$ cat config.mk
export PLATFORM = sky130hd
export DESIGN_NAME = forest_accumulator_flat
export DESIGN_NICKNAME = d
export VERILOG_FILES = /design/src/rtl/rf_pkg.sv /design/src/rtl/forest_accumulator_if.sv /design/src/rtl/sync_fifo.sv /design/src/rtl/forest_accumulator.sv /design/src/flat_wrapper.sv
export SDC_FILE = /design/constraint.sdc
export NUM_CORES = 1
export LEC_CHECK = 0
export BUFFER_PORTS_ARGS = -buffer_cell sky130_fd_sc_hd__buf_2
export CAP_MARGIN = 20
export CORE_MARGIN = 4
export CORE_UTILIZATION = 30
export CTS_CLUSTER_DIAMETER = 50
export DETAILED_ROUTE_END_ITERATION = 7
export HOLD_SLACK_MARGIN = 0.15
export SYNTH_ARGS = -nofsm -noshare
export SYNTH_HDL_FRONTEND = slang
export SYNTH_HIERARCHICAL = 1
export SYNTH_SLANG_ARGS = --single-unit
$ cat constraint.sdc
create_clock -name clk -period 4.65 [get_ports clk]
set_input_delay 0.465 -clock clk [delete_from_list [all_inputs] [get_ports clk]]
set_output_delay 0.465 -clock clk [all_outputs]
set_load 0.01 [all_outputs]
$ cat src/rtl/rf_pkg.sv
// Shared types and helpers for the forest accumulator: FSM encoding, index-width
// helpers and saturating arithmetic used by the accumulator and the result path.
package rf_pkg;

  typedef enum logic [2:0] {
    ST_IDLE   = 3'd0,
    ST_ACCUM  = 3'd1,
    ST_DRAIN  = 3'd2,
    ST_ARGMAX = 3'd3,
    ST_PUSH   = 3'd4
  } state_t;

  // Bits needed to index n_labels labels; never narrower than one bit.
  function automatic int lbl_w(input int n_labels);
    return (n_labels > 1) ? $clog2(n_labels) : 1;
  endfunction

  // Bits needed for a pointer over n entries (channels or FIFO slots).
  function automatic int ptr_w(input int n);
    return (n > 1) ? $clog2(n) : 1;
  endfunction

  // Clamp a signed value into the two's-complement range of a w-bit word.
  function automatic logic signed [63:0] sat_signed(input logic signed [63:0] v,
                                                   input int w);
    logic signed [63:0] hi;
    logic signed [63:0] lo;
    hi = (64'sd1 <<< (w - 1)) - 64'sd1;
    lo = -(64'sd1 <<< (w - 1));
    if (v > hi) return hi;
    if (v < lo) return lo;
    return v;
  endfunction

  // Increment an unsigned w-bit counter, sticking at its maximum.
  function automatic logic [63:0] sat_inc(input logic [63:0] v, input int w);
    logic [63:0] max_v;
    max_v = (64'd1 << w) - 64'd1;
    return (v >= max_v) ? max_v : v + 64'd1;
  endfunction

endpackage

$ cat src/rtl/forest_accumulator_if.sv
// Host-facing bus of the forest accumulator: input channels, control pulses and
// the first-word-fall-through result port.
interface forest_accumulator_if #(
  parameter int N_DTPS     = 4,
  parameter int FIFO_WIDTH = 16
);
  logic                         i_is_clf;
  logic                         i_is_accum_fin;
  logic                         i_flush;
  logic [4:0]                   i_rgs_shift;
  logic [N_DTPS-1:0]            i_in_fifo_push;
  logic [N_DTPS*FIFO_WIDTH-1:0] i_in_fifo_rear;
  logic [N_DTPS-1:0]            o_in_fifo_is_full;
  logic                         i_out_pop;
  logic [FIFO_WIDTH-1:0]        o_out_front;
  logic                         o_out_vld;
  logic                         o_out_is_empty;
  logic                         o_busy;
  logic                         o_err;

  modport master (
    output i_is_clf, i_is_accum_fin, i_flush, i_rgs_shift,
           i_in_fifo_push, i_in_fifo_rear, i_out_pop,
    input  o_in_fifo_is_full, o_out_front, o_out_vld, o_out_is_empty,
           o_busy, o_err
  );

  modport slave (
    input  i_is_clf, i_is_accum_fin, i_flush, i_rgs_shift,
           i_in_fifo_push, i_in_fifo_rear, i_out_pop,
    output o_in_fifo_is_full, o_out_front, o_out_vld, o_out_is_empty,
           o_busy, o_err
  );
endinterface

$ cat src/rtl/sync_fifo.sv
// Single-clock FIFO with a combinational front word; a pop and a push on a full
// FIFO in the same cycle both take effect. clr empties it like a reset.
module sync_fifo
  import rf_pkg::*;
#(
  parameter int WIDTH = 16,
  parameter int DEPTH = 8
) (
  input  logic             clk,
  input  logic             rst_n,
  input  logic             clr,
  input  logic             push,
  input  logic [WIDTH-1:0] push_data,
  input  logic             pop,
  output logic [WIDTH-1:0] front,
  output logic             full,
  output logic             empty
);
  localparam int AW = ptr_w(DEPTH);

  logic [WIDTH-1:0] mem [DEPTH];
  logic [AW-1:0]    wr_ptr;
  logic [AW-1:0]    rd_ptr;
  logic [AW:0]      count;
  logic             do_push;
  logic             do_pop;

  assign empty   = (count == '0);
  assign full    = (count == (AW+1)'(DEPTH));
  assign do_pop  = pop && !empty;
  assign do_push = push && (!full || do_pop);
  assign front   = mem[rd_ptr];

  function automatic logic [AW-1:0] bump(input logic [AW-1:0] p);
    return (p == AW'(DEPTH - 1)) ? '0 : p + 1'b1;
  endfunction

  always_ff @(posedge clk) begin
    if (!rst_n || clr) begin
      wr_ptr <= '0;
      rd_ptr <= '0;
      count  <= '0;
    end else begin
      if (do_push) wr_ptr <= bump(wr_ptr);
      if (do_pop)  rd_ptr <= bump(rd_ptr);
      case ({do_push, do_pop})
        2'b10:   count <= count + 1'b1;
        2'b01:   count <= count - 1'b1;
        default: count <= count;
      endcase
    end
  end

  // NOTE: storage has no reset; the empty flag gates every consumer of front.
  always_ff @(posedge clk) begin
    if (do_push) mem[wr_ptr] <= push_data;
  end

endmodule

$ cat src/rtl/forest_accumulator.sv
// Collects tree-processor outputs from N_DTPS channels, votes (classification) or
// sums (regression) per sample, and queues one result word per sample.
module forest_accumulator
  import rf_pkg::*;
#(
  parameter int N_DTPS     = 4,
  parameter int FIFO_WIDTH = 16,
  parameter int N_LABELS   = 4,
  parameter int IN_DEPTH   = 8,
  parameter int OUT_DEPTH  = 4,
  parameter int ACC_WIDTH  = 24
) (
  input logic clk,
  input logic rst_n,
  forest_accumulator_if.slave bus
);
  localparam int LBL_W = lbl_w(N_LABELS);
  localparam int PW    = ptr_w(N_DTPS);

  state_t                        state;
  logic                          is_clf_q;
  logic [4:0]                    shift_q;
  logic                          clr;

  logic [N_DTPS-1:0]             in_empty;
  logic [N_DTPS-1:0]             in_full;
  logic [N_DTPS-1:0]             in_pop;
  logic [FIFO_WIDTH-1:0]         in_front [N_DTPS];

  logic [PW-1:0]                 rr_ptr;
  logic                          grant_vld;
  logic [PW-1:0]                 grant_idx;
  int                            cand;
  logic                          stage_vld;
  logic [FIFO_WIDTH-1:0]         stage_data;

  logic [ACC_WIDTH-1:0]          counters [N_LABELS];
  logic signed [ACC_WIDTH-1:0]   sum;
  logic [LBL_W-1:0]              scan_idx;
  logic [LBL_W-1:0]              best_idx;
  logic [ACC_WIDTH-1:0]          best_cnt;

  logic signed [63:0]            word_ext;
  logic signed [63:0]            sum_ext;
  logic                          lbl_ok;
  logic [LBL_W-1:0]              lbl;
  logic [FIFO_WIDTH-1:0]         result;
  logic                          out_push;
  logic                          out_full;
  logic                          out_empty;
  logic [FIFO_WIDTH-1:0]         out_front_raw;
  logic                          push_accepted;
  logic                          overflow;
  logic                          fin_bad;
  logic                          lbl_bad;

  assign clr = bus.i_flush;

  for (genvar k = 0; k < N_DTPS; k++) begin : g_in
    sync_fifo #(.WIDTH(FIFO_WIDTH), .DEPTH(IN_DEPTH)) u_in_fifo (
      .clk      (clk),
      .rst_n    (rst_n),
      .clr      (clr),
      .push     (bus.i_in_fifo_push[k]),
      .push_data(bus.i_in_fifo_rear[k*FIFO_WIDTH +: FIFO_WIDTH]),
      .pop      (in_pop[k]),
      .front    (in_front[k]),
      .full     (in_full[k]),
      .empty    (in_empty[k])
    );
  end

  sync_fifo #(.WIDTH(FIFO_WIDTH), .DEPTH(OUT_DEPTH)) u_out_fifo (
    .clk      (clk),
    .rst_n    (rst_n),
    .clr      (clr),
    .push     (out_push),
    .push_data(result),
    .pop      (bus.i_out_pop),
    .front    (out_front_raw),
    .full     (out_full),
    .empty    (out_empty)
  );

  // Round-robin search begins one channel past the last one served.
  // NOTE: every output of this block gets a default first so no latch is inferred.
  always_comb begin
    grant_vld = 1'b0;
    grant_idx = '0;
    in_pop    = '0;
    cand      = 0;
    if (state == ST_ACCUM || state == ST_DRAIN) begin
      for (int i = 1; i <= N_DTPS; i++) begin
        cand = (int'(rr_ptr) + i) % N_DTPS;
        if (!grant_vld && !in_empty[cand]) begin
          grant_vld = 1'b1;
          grant_idx = PW'(cand);
        end
      end
    end
    if (grant_vld) in_pop[grant_idx] = 1'b1;
  end

  // NOTE: registered state uses non-blocking assignments so every flop samples pre-edge values.
  always_ff @(posedge clk) begin
    if (!rst_n || clr) begin
      rr_ptr     <= '0;
      stage_vld  <= 1'b0;
      stage_data <= '0;
    end else begin
      stage_vld <= grant_vld;
      if (grant_vld) begin
        rr_ptr     <= grant_idx;
        stage_data <= in_front[grant_idx];
      end
    end
  end

  assign word_ext = {{(64-FIFO_WIDTH){stage_data[FIFO_WIDTH-1]}}, stage_data};
  assign sum_ext  = {{(64-ACC_WIDTH){sum[ACC_WIDTH-1]}}, sum};
  assign lbl_ok   = {{(64-FIFO_WIDTH){1'b0}}, stage_data} < 64'(N_LABELS);
  assign lbl      = stage_data[LBL_W-1:0];

  assign result   = is_clf_q ? FIFO_WIDTH'(best_idx)
                             : FIFO_WIDTH'(sat_signed(sum_ext >>> shift_q, FIFO_WIDTH));
  assign out_push = (state == ST_PUSH) && !out_full;

  assign push_accepted = |(bus.i_in_fifo_push & (~in_full | in_pop));
  assign overflow      = |(bus.i_in_fifo_push & in_full & ~in_pop);
  assign fin_bad       = bus.i_is_accum_fin && (state != ST_IDLE) && (state != ST_ACCUM);
  assign lbl_bad       = stage_vld && is_clf_q && !lbl_ok;

  always_ff @(posedge clk) begin
    if (!rst_n || clr) begin
      state     <= ST_IDLE;
      is_clf_q  <= 1'b0;
      shift_q   <= '0;
      sum       <= '0;
      scan_idx  <= '0;
      best_idx  <= '0;
      best_cnt  <= '0;
      bus.o_err <= 1'b0;
      for (int l = 0; l < N_LABELS; l++) counters[l] <= '0;
    end else begin
      if (overflow || fin_bad || lbl_bad) bus.o_err <= 1'b1;

      if (stage_vld) begin
        if (is_clf_q) begin
          if (lbl_ok) counters[lbl] <= ACC_WIDTH'(sat_inc(64'(counters[lbl]), ACC_WIDTH));
        end else begin
          sum <= ACC_WIDTH'(sat_signed(sum_ext + word_ext, ACC_WIDTH));
        end
      end

      case (state)
        ST_IDLE: begin
          // Words left behind while a result was waiting also open a sample.
          if (push_accepted || !(&in_empty) || bus.i_is_accum_fin) begin
            state    <= ST_ACCUM;
            is_clf_q <= bus.i_is_clf;
            shift_q  <= bus.i_rgs_shift;
          end
        end
        ST_ACCUM: begin
          if (bus.i_is_accum_fin) state <= ST_DRAIN;
        end
        ST_DRAIN: begin
          if (&in_empty && !stage_vld) begin
            state    <= is_clf_q ? ST_ARGMAX : ST_PUSH;
            scan_idx <= '0;
            best_idx <= '0;
            best_cnt <= '0;
          end
        end
        ST_ARGMAX: begin
          // Strict compare keeps the lowest index on ties.
          if (counters[scan_idx] > best_cnt) begin
            best_idx <= scan_idx;
            best_cnt <= counters[scan_idx];
          end
          scan_idx <= scan_idx + 1'b1;
          if (scan_idx == LBL_W'(N_LABELS - 1)) state <= ST_PUSH;
        end
        ST_PUSH: begin
          if (!out_full) begin
            sum   <= '0;
            state <= ST_IDLE;
            for (int l = 0; l < N_LABELS; l++) counters[l] <= '0;
          end
        end
        default: state <= ST_IDLE;
      endcase
    end
  end

  assign bus.o_in_fifo_is_full = in_full;
  assign bus.o_out_is_empty    = out_empty;
  assign bus.o_out_vld         = !out_empty;
  assign bus.o_out_front       = out_empty ? '0 : out_front_raw;
  assign bus.o_busy            = (state != ST_IDLE);

endmodule

$ cat src/flat_wrapper.sv
// flat-port wrapper written by rule: the top's interface ports become plain ports
module forest_accumulator_flat import rf_pkg::*;
#(
  parameter int N_DTPS     = 4,
  parameter int FIFO_WIDTH = 16,
  parameter int N_LABELS   = 4,
  parameter int IN_DEPTH   = 8,
  parameter int OUT_DEPTH  = 4,
  parameter int ACC_WIDTH  = 24
)
  (clk, rst_n, bus_i_is_clf, bus_i_is_accum_fin, bus_i_flush, bus_i_rgs_shift, bus_i_in_fifo_push, bus_i_in_fifo_rear, bus_i_out_pop, bus_o_in_fifo_is_full, bus_o_out_front, bus_o_out_vld, bus_o_out_is_empty, bus_o_busy, bus_o_err);
  forest_accumulator_if #(.N_DTPS(N_DTPS), .FIFO_WIDTH(FIFO_WIDTH)) bus_i ();
  input logic clk;
  input logic rst_n;
  input wire logic [$bits(bus_i.i_is_clf)-1:0] bus_i_is_clf;
  input wire logic [$bits(bus_i.i_is_accum_fin)-1:0] bus_i_is_accum_fin;
  input wire logic [$bits(bus_i.i_flush)-1:0] bus_i_flush;
  input wire logic [$bits(bus_i.i_rgs_shift)-1:0] bus_i_rgs_shift;
  input wire logic [$bits(bus_i.i_in_fifo_push)-1:0] bus_i_in_fifo_push;
  input wire logic [$bits(bus_i.i_in_fifo_rear)-1:0] bus_i_in_fifo_rear;
  input wire logic [$bits(bus_i.i_out_pop)-1:0] bus_i_out_pop;
  output wire logic [$bits(bus_i.o_in_fifo_is_full)-1:0] bus_o_in_fifo_is_full;
  output wire logic [$bits(bus_i.o_out_front)-1:0] bus_o_out_front;
  output wire logic [$bits(bus_i.o_out_vld)-1:0] bus_o_out_vld;
  output wire logic [$bits(bus_i.o_out_is_empty)-1:0] bus_o_out_is_empty;
  output wire logic [$bits(bus_i.o_busy)-1:0] bus_o_busy;
  output wire logic [$bits(bus_i.o_err)-1:0] bus_o_err;
  assign bus_i.i_is_clf = bus_i_is_clf;
  assign bus_i.i_is_accum_fin = bus_i_is_accum_fin;
  assign bus_i.i_flush = bus_i_flush;
  assign bus_i.i_rgs_shift = bus_i_rgs_shift;
  assign bus_i.i_in_fifo_push = bus_i_in_fifo_push;
  assign bus_i.i_in_fifo_rear = bus_i_in_fifo_rear;
  assign bus_i.i_out_pop = bus_i_out_pop;
  assign bus_o_in_fifo_is_full = bus_i.o_in_fifo_is_full;
  assign bus_o_out_front = bus_i.o_out_front;
  assign bus_o_out_vld = bus_i.o_out_vld;
  assign bus_o_out_is_empty = bus_i.o_out_is_empty;
  assign bus_o_busy = bus_i.o_busy;
  assign bus_o_err = bus_i.o_err;
  forest_accumulator #(.N_DTPS(N_DTPS), .FIFO_WIDTH(FIFO_WIDTH), .N_LABELS(N_LABELS), .IN_DEPTH(IN_DEPTH), .OUT_DEPTH(OUT_DEPTH), .ACC_WIDTH(ACC_WIDTH)) u_core (.clk(clk), .rst_n(rst_n), .bus(bus_i));
endmodule
; ---- After elaboration in Yosys (flattened, before gate mapping)
; Memories as Yosys holds them, arrays and structs flattened. A register that Yosys moved wholly into a read port is not among the register bits.
; Index checks and enable logic that the tools add are counted.
[word_totals]
ff_bits = 128
latch_bits = 0
ram_bits = 672
mem_bits_ro = 0
mem_count = 6
[mem_list]
columns = name, depth, width, read_ports, rd_clocked_by_memory_dff, wr, line
row1 = u_core.g_in[0].u_in_fifo.mem, 8, 16, 1, 1, 1, sync_fifo.sv:21  ; logic [WIDTH-1:0] mem [DEPTH];
row2 = u_core.g_in[1].u_in_fifo.mem, 8, 16, 1, 1, 1, sync_fifo.sv:21
row3 = u_core.g_in[2].u_in_fifo.mem, 8, 16, 1, 1, 1, sync_fifo.sv:21
row4 = u_core.g_in[3].u_in_fifo.mem, 8, 16, 1, 1, 1, sync_fifo.sv:21
row5 = u_core.counters, 4, 24, 2, 2, 4, forest_accumulator.sv:37  ; logic [ACC_WIDTH-1:0] counters [N_LABELS];
row6 = u_core.u_out_fifo.mem, 4, 16, 1, 1, 1, sync_fifo.sv:21
[classes]
n_addsub = 27
multipliers = 0
div_mod_pow = 0
magnitude_cmp = 14
n_eq_ne = 41
shifts = 1
muxes = 129
bitwise_logic = 27
reduce_logical = 76
[op_table]
columns = operator, count
row1 = $mux 24, 16
row2 = $mux 16, 8
row3 = $mux 3, 22
row4 = $gt 64x16->1 const B, 1
row5 = $lt 64x16->1 const B, 1
row6 = $sshr 24x5->64, 1
row7 = $mux 1, 51
row8 = $pmux 24 s2, 1
row9 = $bmux 16 s2, 1
row10 = $mux 2, 16
row11 = $pmux 4 s2, 4
row12 = $eq 3x3->1 const B, 10
row13 = $add 3x1->3 const B, 9
row14 = $add 24x16->25, 1
row15 = $gt 25x24->1 const B, 1
row16 = $lt 25x24->1 const B, 1
row17 = $add 24x1->24 const B, 1
row18 = $eq 2x2->1 const B, 12
row19 = $ge 24x24->1 const B, 1
row20 = $gt 24x24->1, 1
row21 = $reduce_or 24->1, 1
row22 = $logic_and 1x1->1, 20
row23 = $logic_not 1->1, 20
row24 = $add 4x1->4 const B, 4
row25 = 41 further kinds, 111

; ---- Longest topological paths before layout
[logic_depth]
ltp_word = 32
depth_mapped = 18
mapped_depth_nobuf = 14

; ---- Modules after synthesis
; The synthesis kept the hierarchy.
[by_module_without_submodules]
columns = module, instances, cells_per_inst, area_each_um2, seq_area_each_um2
row1 = sync_fifo (u_core.g_in[0].u_in_fifo ...), 4, 267, 5521.5, 4103.9
row2 = forest_accumulator, 1, 1236, 12061.6, 4584.4
row3 = sync_fifo (u_core.u_out_fifo), 1, 138, 2795.2, 2102.0

; ---- Least setup slack after synthesis
; OpenSTA, ideal clock, no wires.
[synth_path]
path_kind = flip-flop to flip-flop
startpoint = register u_core.g_in[1].u_in_fifo.count[1]
endpoint = memory u_core.g_in[1].u_in_fifo.mem[0][0], enable pin
setup_time_ns = 0.430
arrival_ns = 4.412
required_time_ns = 4.220
path_slack_ns = -0.192
stages_incl_launch_ff = 12
path_cell_list = dfxtp_1 > buf_6 > nor4_1 > or3b_2 > a211o_1 > o311ai_1 > buf_2 > buf_1 > and2_1 > o21ai_2 > buf_6 > nor4_1
[synth_via]
elab_chain_cells = 28
elab_cells_between_ends = 49
classes_between = order compare (2) / eq/ne (1) / mux (30) / reduce/logical (16)
[synth_lines]
columns = element, line
row1 = "start, declared", sync_fifo.sv:24  ; logic [AW:0] count;
row2 = "start signal, assigned", sync_fifo.sv:47  ; 2'b10: count <= count + 1'b1;
row3 = "start signal, assigned", sync_fifo.sv:48  ; 2'b01: count <= count - 1'b1;
row4 = "start signal, assigned", sync_fifo.sv:49  ; default: count <= count;
row5 = $logic_not 4->1 (*), sync_fifo.sv:28  ; assign empty = (count == '0);
row6 = named net u_core.in_empty[1], forest_accumulator.sv:25  ; logic [N_DTPS-1:0] in_empty;
row7 = $bmux 1 s2, forest_accumulator.sv:95  ; if (!grant_vld && !in_empty[cand]) begin
row8 = $mux 1 (implied by the code) (2 in series), forest_accumulator.sv:95
row9 = $mux 1, forest_accumulator.sv:95
row10 = $mux 1, forest_accumulator.sv:92  ; if (state == ST_ACCUM || state == ST_DRAIN) begin
row11 = $logic_not 1->1, forest_accumulator.sv:95
row12 = $logic_and 1x1->1, forest_accumulator.sv:95
row13 = [13 not listed], --
row14 = $demux 1 s2, --
row15 = $mux 4 (*), forest_accumulator.sv:101  ; if (grant_vld) in_pop[grant_idx] = 1'b1;
row16 = named net u_core.in_pop[1], forest_accumulator.sv:27  ; logic [N_DTPS-1:0] in_pop;
row17 = $logic_and 1x1->1 (*), sync_fifo.sv:30  ; assign do_pop = pop && !empty;
row18 = $logic_or 1x1->1 (*), sync_fifo.sv:31  ; assign do_push = push && (!full || do_pop);
row19 = $logic_and 1x1->1 (*), sync_fifo.sv:31
row20 = $mux 1 (*), sync_fifo.sv:56  ; if (do_push) mem[wr_ptr] <= push_data;
row21 = $mux 1 (implied by the code) (*), sync_fifo.sv:56
row22 = "end, declared", sync_fifo.sv:21
; Mark *: on every way through the listed nets, which the timed path passes. The rest lies on a longest branch. The select of a mux whose other input is x is not followed.

; ---- Worst setup path after layout
[layout_path]
startpoint = register u_core.g_in[1].u_in_fifo.count[1]
endpoint = register u_core.g_in[2].u_in_fifo.count[2]
[layout_via]
elab_chain_cells = 28
elab_cells_between_ends = 48
classes_between = order compare (2) / eq/ne (2) / mux (29) / reduce/logical (15)
[layout_lines]
columns = element, line
row1 = $logic_not 4->1 (*), sync_fifo.sv:28
row2 = named net u_core.in_empty[1], forest_accumulator.sv:25
row3 = $bmux 1 s2, forest_accumulator.sv:95
row4 = $mux 1 (implied by the code) (2 in series), forest_accumulator.sv:95
row5 = $mux 1, forest_accumulator.sv:95
row6 = $mux 1, forest_accumulator.sv:92
row7 = $logic_not 1->1, forest_accumulator.sv:95
row8 = $logic_and 1x1->1, forest_accumulator.sv:95
row9 = [14 not listed], --
row10 = $mux 4 (*), forest_accumulator.sv:101
row11 = named net u_core.in_pop[2], forest_accumulator.sv:27
row12 = $logic_and 1x1->1 (*), sync_fifo.sv:30
row13 = named net u_core.g_in[2].u_in_fifo.do_pop, sync_fifo.sv:26  ; logic do_pop;
row14 = $logic_or 1x1->1, sync_fifo.sv:31
row15 = $logic_and 1x1->1, sync_fifo.sv:31
row16 = $eq 2x1->1 / $eq 2x2->1 (equally long branches), sync_fifo.sv:46  ; case ({do_push, do_pop})
row17 = $pmux 4 s2 / $reduce_bool 2->1 (equally long branches), --
row18 = "end signal, assigned", sync_fifo.sv:47
row19 = "end signal, assigned", sync_fifo.sv:48
row20 = "end signal, assigned", sync_fifo.sv:49
row21 = "end, declared", sync_fifo.sv:24
; Marked as above.
; A chain may end at the register's enable or synchronous reset.

==> results.md <==
- Status: finished, final reports clean
- FP Rows: roughly 130
- Share of cells above drive strength 1: 25.2%
- CTS Buf Count: 91
- Clock Path Buffers: 3
- Clock Latency Late Sink: 670 ps
- Critical path class: reg -> reg
- Root buffer cell: clkbuf_16
- Grt ovf: 0
- Fin cells: between 4000 and 5000
- Compound-cell area share of the yosys netlist: 6.79%
- Reg-to-reg critical path endpoint: u_core/g_in[2].u_in_fifo/count[2]
- Worst r2r path cells: 15
- Fillers: 11586
- Max-slew headroom: 34.7%
- Setup TNS Final: 0 ps
- R2r startpoint: u_core/g_in[1].u_in_fifo/count[1]
- Placed Area: 0.0396 sq mm
- Mux contribution to synthesized area: 16.2%
- Setup ws final: 489 ps
- Worst hold path class: in -> reg
- Syn Area/Cell: approximately 15 sq um
- Largest family of logic cells by synthesized area: multiplexers
- Core area: 0.122 sq mm
- DRC viols: 0
- Synth Cell Area: roughly 0.037 sq mm
- FFs w/ async S/R, synth: 0%
- Reg clk slew, reported paths: 60 ps
- Drt via density: between 4 and 5
- Worst endpoint data arrival time: 4730 ps
- Fin crit share: roughly nine tenths
- Vias in the first global route: 21333
- Clk sinks: 818
- R2R Setup Slk: 490 ps
- Worst VDD drop: 0.309 mV
- Pre-antenna DRT Iters: 5
- H-tree lvl count: 3
- Worst hold slack: ~240 ps
- Post-CTS sizing: 0
- Design area: roughly 0.043 sq mm
- Worst slew pin tran: 975 ps
- Pleak: between 10 and 15 nW
- Max cap viols: 0
- Placed cell count: ~4000
- Initial antenna violation count: 13
- Syn Inst Count: 2442
- I/O pin count: 103
- Final Hold Fails: 0
- Syn nets: 2607
- Main synth FF type: edfxtp_1
- Area fraction in and, or, nand and nor cells after synthesis: 7.83%
- Clock skew: 38.1 ps
- CP Launch Type: flop
- Post-Synth XOR/XNOR Area: under 10%
- Nets: about 2800
- Critical Path RT: 5220 ps
- Detail Placement HPWL: ~55 mm
- Port Buffers: about 100
- Wire length per cell: ~19 um
- Finish-stage setup viols: 0
- Tot GR Track Use: 12.7%
- Die height: ~360 um
- Adder-cell share of the synthesized area: 2.95%
- Initial Utilization: 30.3%
- Die area: around 0.13 sq mm
- RSZ-0062 raised after global routing: false
- #FFs+latches synth: 818
- CTS tree: yes
- Synth-to-Final Area Change: 17.6%
- Post-route ant nets: 0
- Crit path max fanout: 19
- Fin crit period: 4160 ps
- Fmax: 240 MHz
- First-pass GRT wire length: ~130 mm
- Number of synthesized flops with an enable pin: 672
- Endpoint class of the critical path: flop
- Warnings from Yosys: 6
- Hold path start: bus_i_out_pop
- Distinct cells, synth: 89
- Max-slew violation count: 0
- Aggregate routed wire length: a little over 80 mm
- Routability cong.: 0.815
- Largest net degree at the start of global routing: 48
- Power per Cell Area: 369 mW/mm^2
- Pre-CTS WS: about 540 ps
- Via Count: 21278
- Register area share after synthesis: 62.5%
- Worst hold path depth: 4
- Die W: ~360 um
- Initial drt markers: around 1500
-- metrics by stage --
step | util [%] | power [W]
3_3_place_gp | 32.4 | 0.00897
2_1_floorplan | - | 0.00868
4_1_cts | 35.5 | 0.0162
3_5_place_dp | 32.4 | 0.00898
6_report | 35.6 | 0.0160
5_1_grt | 35.6 | 0.0167
-- power by group --
group | total (W) | switching, W | internal, W
logic | 0.000773 | 0.000465 | 0.000308
clock network | 0.00715 | 0.00296 | 0.00419
registers | 0.00811 | 0.0000637 | 0.00804
total | 0.0160 | 0.00349 | 0.0125
-- worst max-delay path by stage --
stage,from,end,slack (ps)
6_report,u_core/g_in[1].u_in_fifo/count[1],u_core/g_in[2].u_in_fifo/count[2],490
5_1_grt,u_core/g_in[1].u_in_fifo/count[1],u_core/g_in[2].u_in_fifo/count[2],130
4_1_cts,u_core/g_in[1].u_in_fifo/count[1],u_core/g_in[2].u_in_fifo/count[2],510
3_5_place_dp,u_core/g_in[1].u_in_fifo/count[1],u_core/g_in[2].u_in_fifo/count[2],540
3_3_place_gp,u_core/g_in[1].u_in_fifo/count[1],u_core/g_in[2].u_in_fifo/count[2],540
2_1_floorplan,u_core/g_in[1].u_in_fifo/count[1],u_core/g_in[3].u_in_fifo/mem[0][0],9
-- final cells by class --
type	count	area, sq um	share of cell area, %
antenna	6	15.0	0.0346
clock buffer	121	2500	5.76
clock inverter	49	556	1.28
inverter	68	255	0.588
multi-input combinational	1425	13100	30.1
sequential	818	23100	53.2
tap	1625	2030	4.68
timing repair buffer	256	1910	4.39
-- cells in the final DEF, fill, tap and decap left out, types with 72 or more instances in the layout --
master,synthesis,routed
nand2_1,111,111
dlygate4sd3_1,0,72
buf_2,27,102
a21oi_1,136,136
clkbuf_16,0,94
mux4_2,193,193
nor2_1,207,202
dfxtp_1,146,141
mux2_2,72,72
buf_4,3,79
ha_1,84,84
edfxtp_1,672,672
-- logic make-up after synthesis --
family | after synthesis
compound gates | 385
xor+xnor | 47
fa+ha+maj | 86
buf+inv | 199
flops | 818
mux | 330
simple gates | 577
-- layer usage --
metal	track usage (%)	routed length, um	part of all wire [%]
met1	17.0	36700	44
met4	3.92	2230	2.7
met2	20.2	38800	47
met3	3.07	5060	6.1
met5	0	55	0.066
-- worst max-delay path, stage by stage, from the launching register on --
cell	delay, ps
dfxtp_1	390
nor4_1	310
buf_4	190
or3b_2	440
a21oi_1	260
o311ai_4	280
nor3_1	560
o41ai_2	270
inv_2	120
ha_1	260
xor2_1	170
ha_1	160
a21oi_1	50
xor2_1	160
or3_1	320
a21oi_1	140
-- sequential cells by signal (all words and copies together) (netlist names), 3 cells and up, named ones only --
register	cells
u_core/g_in.u_in_fifo/mem	512
u_core/counters	96
u_core/u_out_fifo/mem	64
u_core/best_cnt	24
u_core/sum	24
u_core/g_in.u_in_fifo/count	16
u_core/stage_data	16
u_core/g_in.u_in_fifo/rd_ptr	12
u_core/g_in.u_in_fifo/wr_ptr	12
u_core/shift_q	5
u_core/state	3
u_core/u_out_fifo/count	3
-- cell usage after synthesis (54+ instances only) --
library cell  count  share of area (%)
o21ai_0          71               0.96
inv_1            62               0.63
dfxtp_1         146                7.9
clkbuf_1         70               0.71
mux2_2           72                2.2
mux2i_1          54                1.5
mux4_2          193                 12
nand2_1         111                1.1
ha_1             84                2.8
a21oi_1         136                1.8
nor2_1          207                2.1
edfxtp_1        672                 55
-- timing repair --
action | in CTS | in global routing
setup buffers | 0 | 0
endpoints found under the hold margin | 519 | 0
hold buffers | 72 | 0
(Power assumes the default switching activity.)
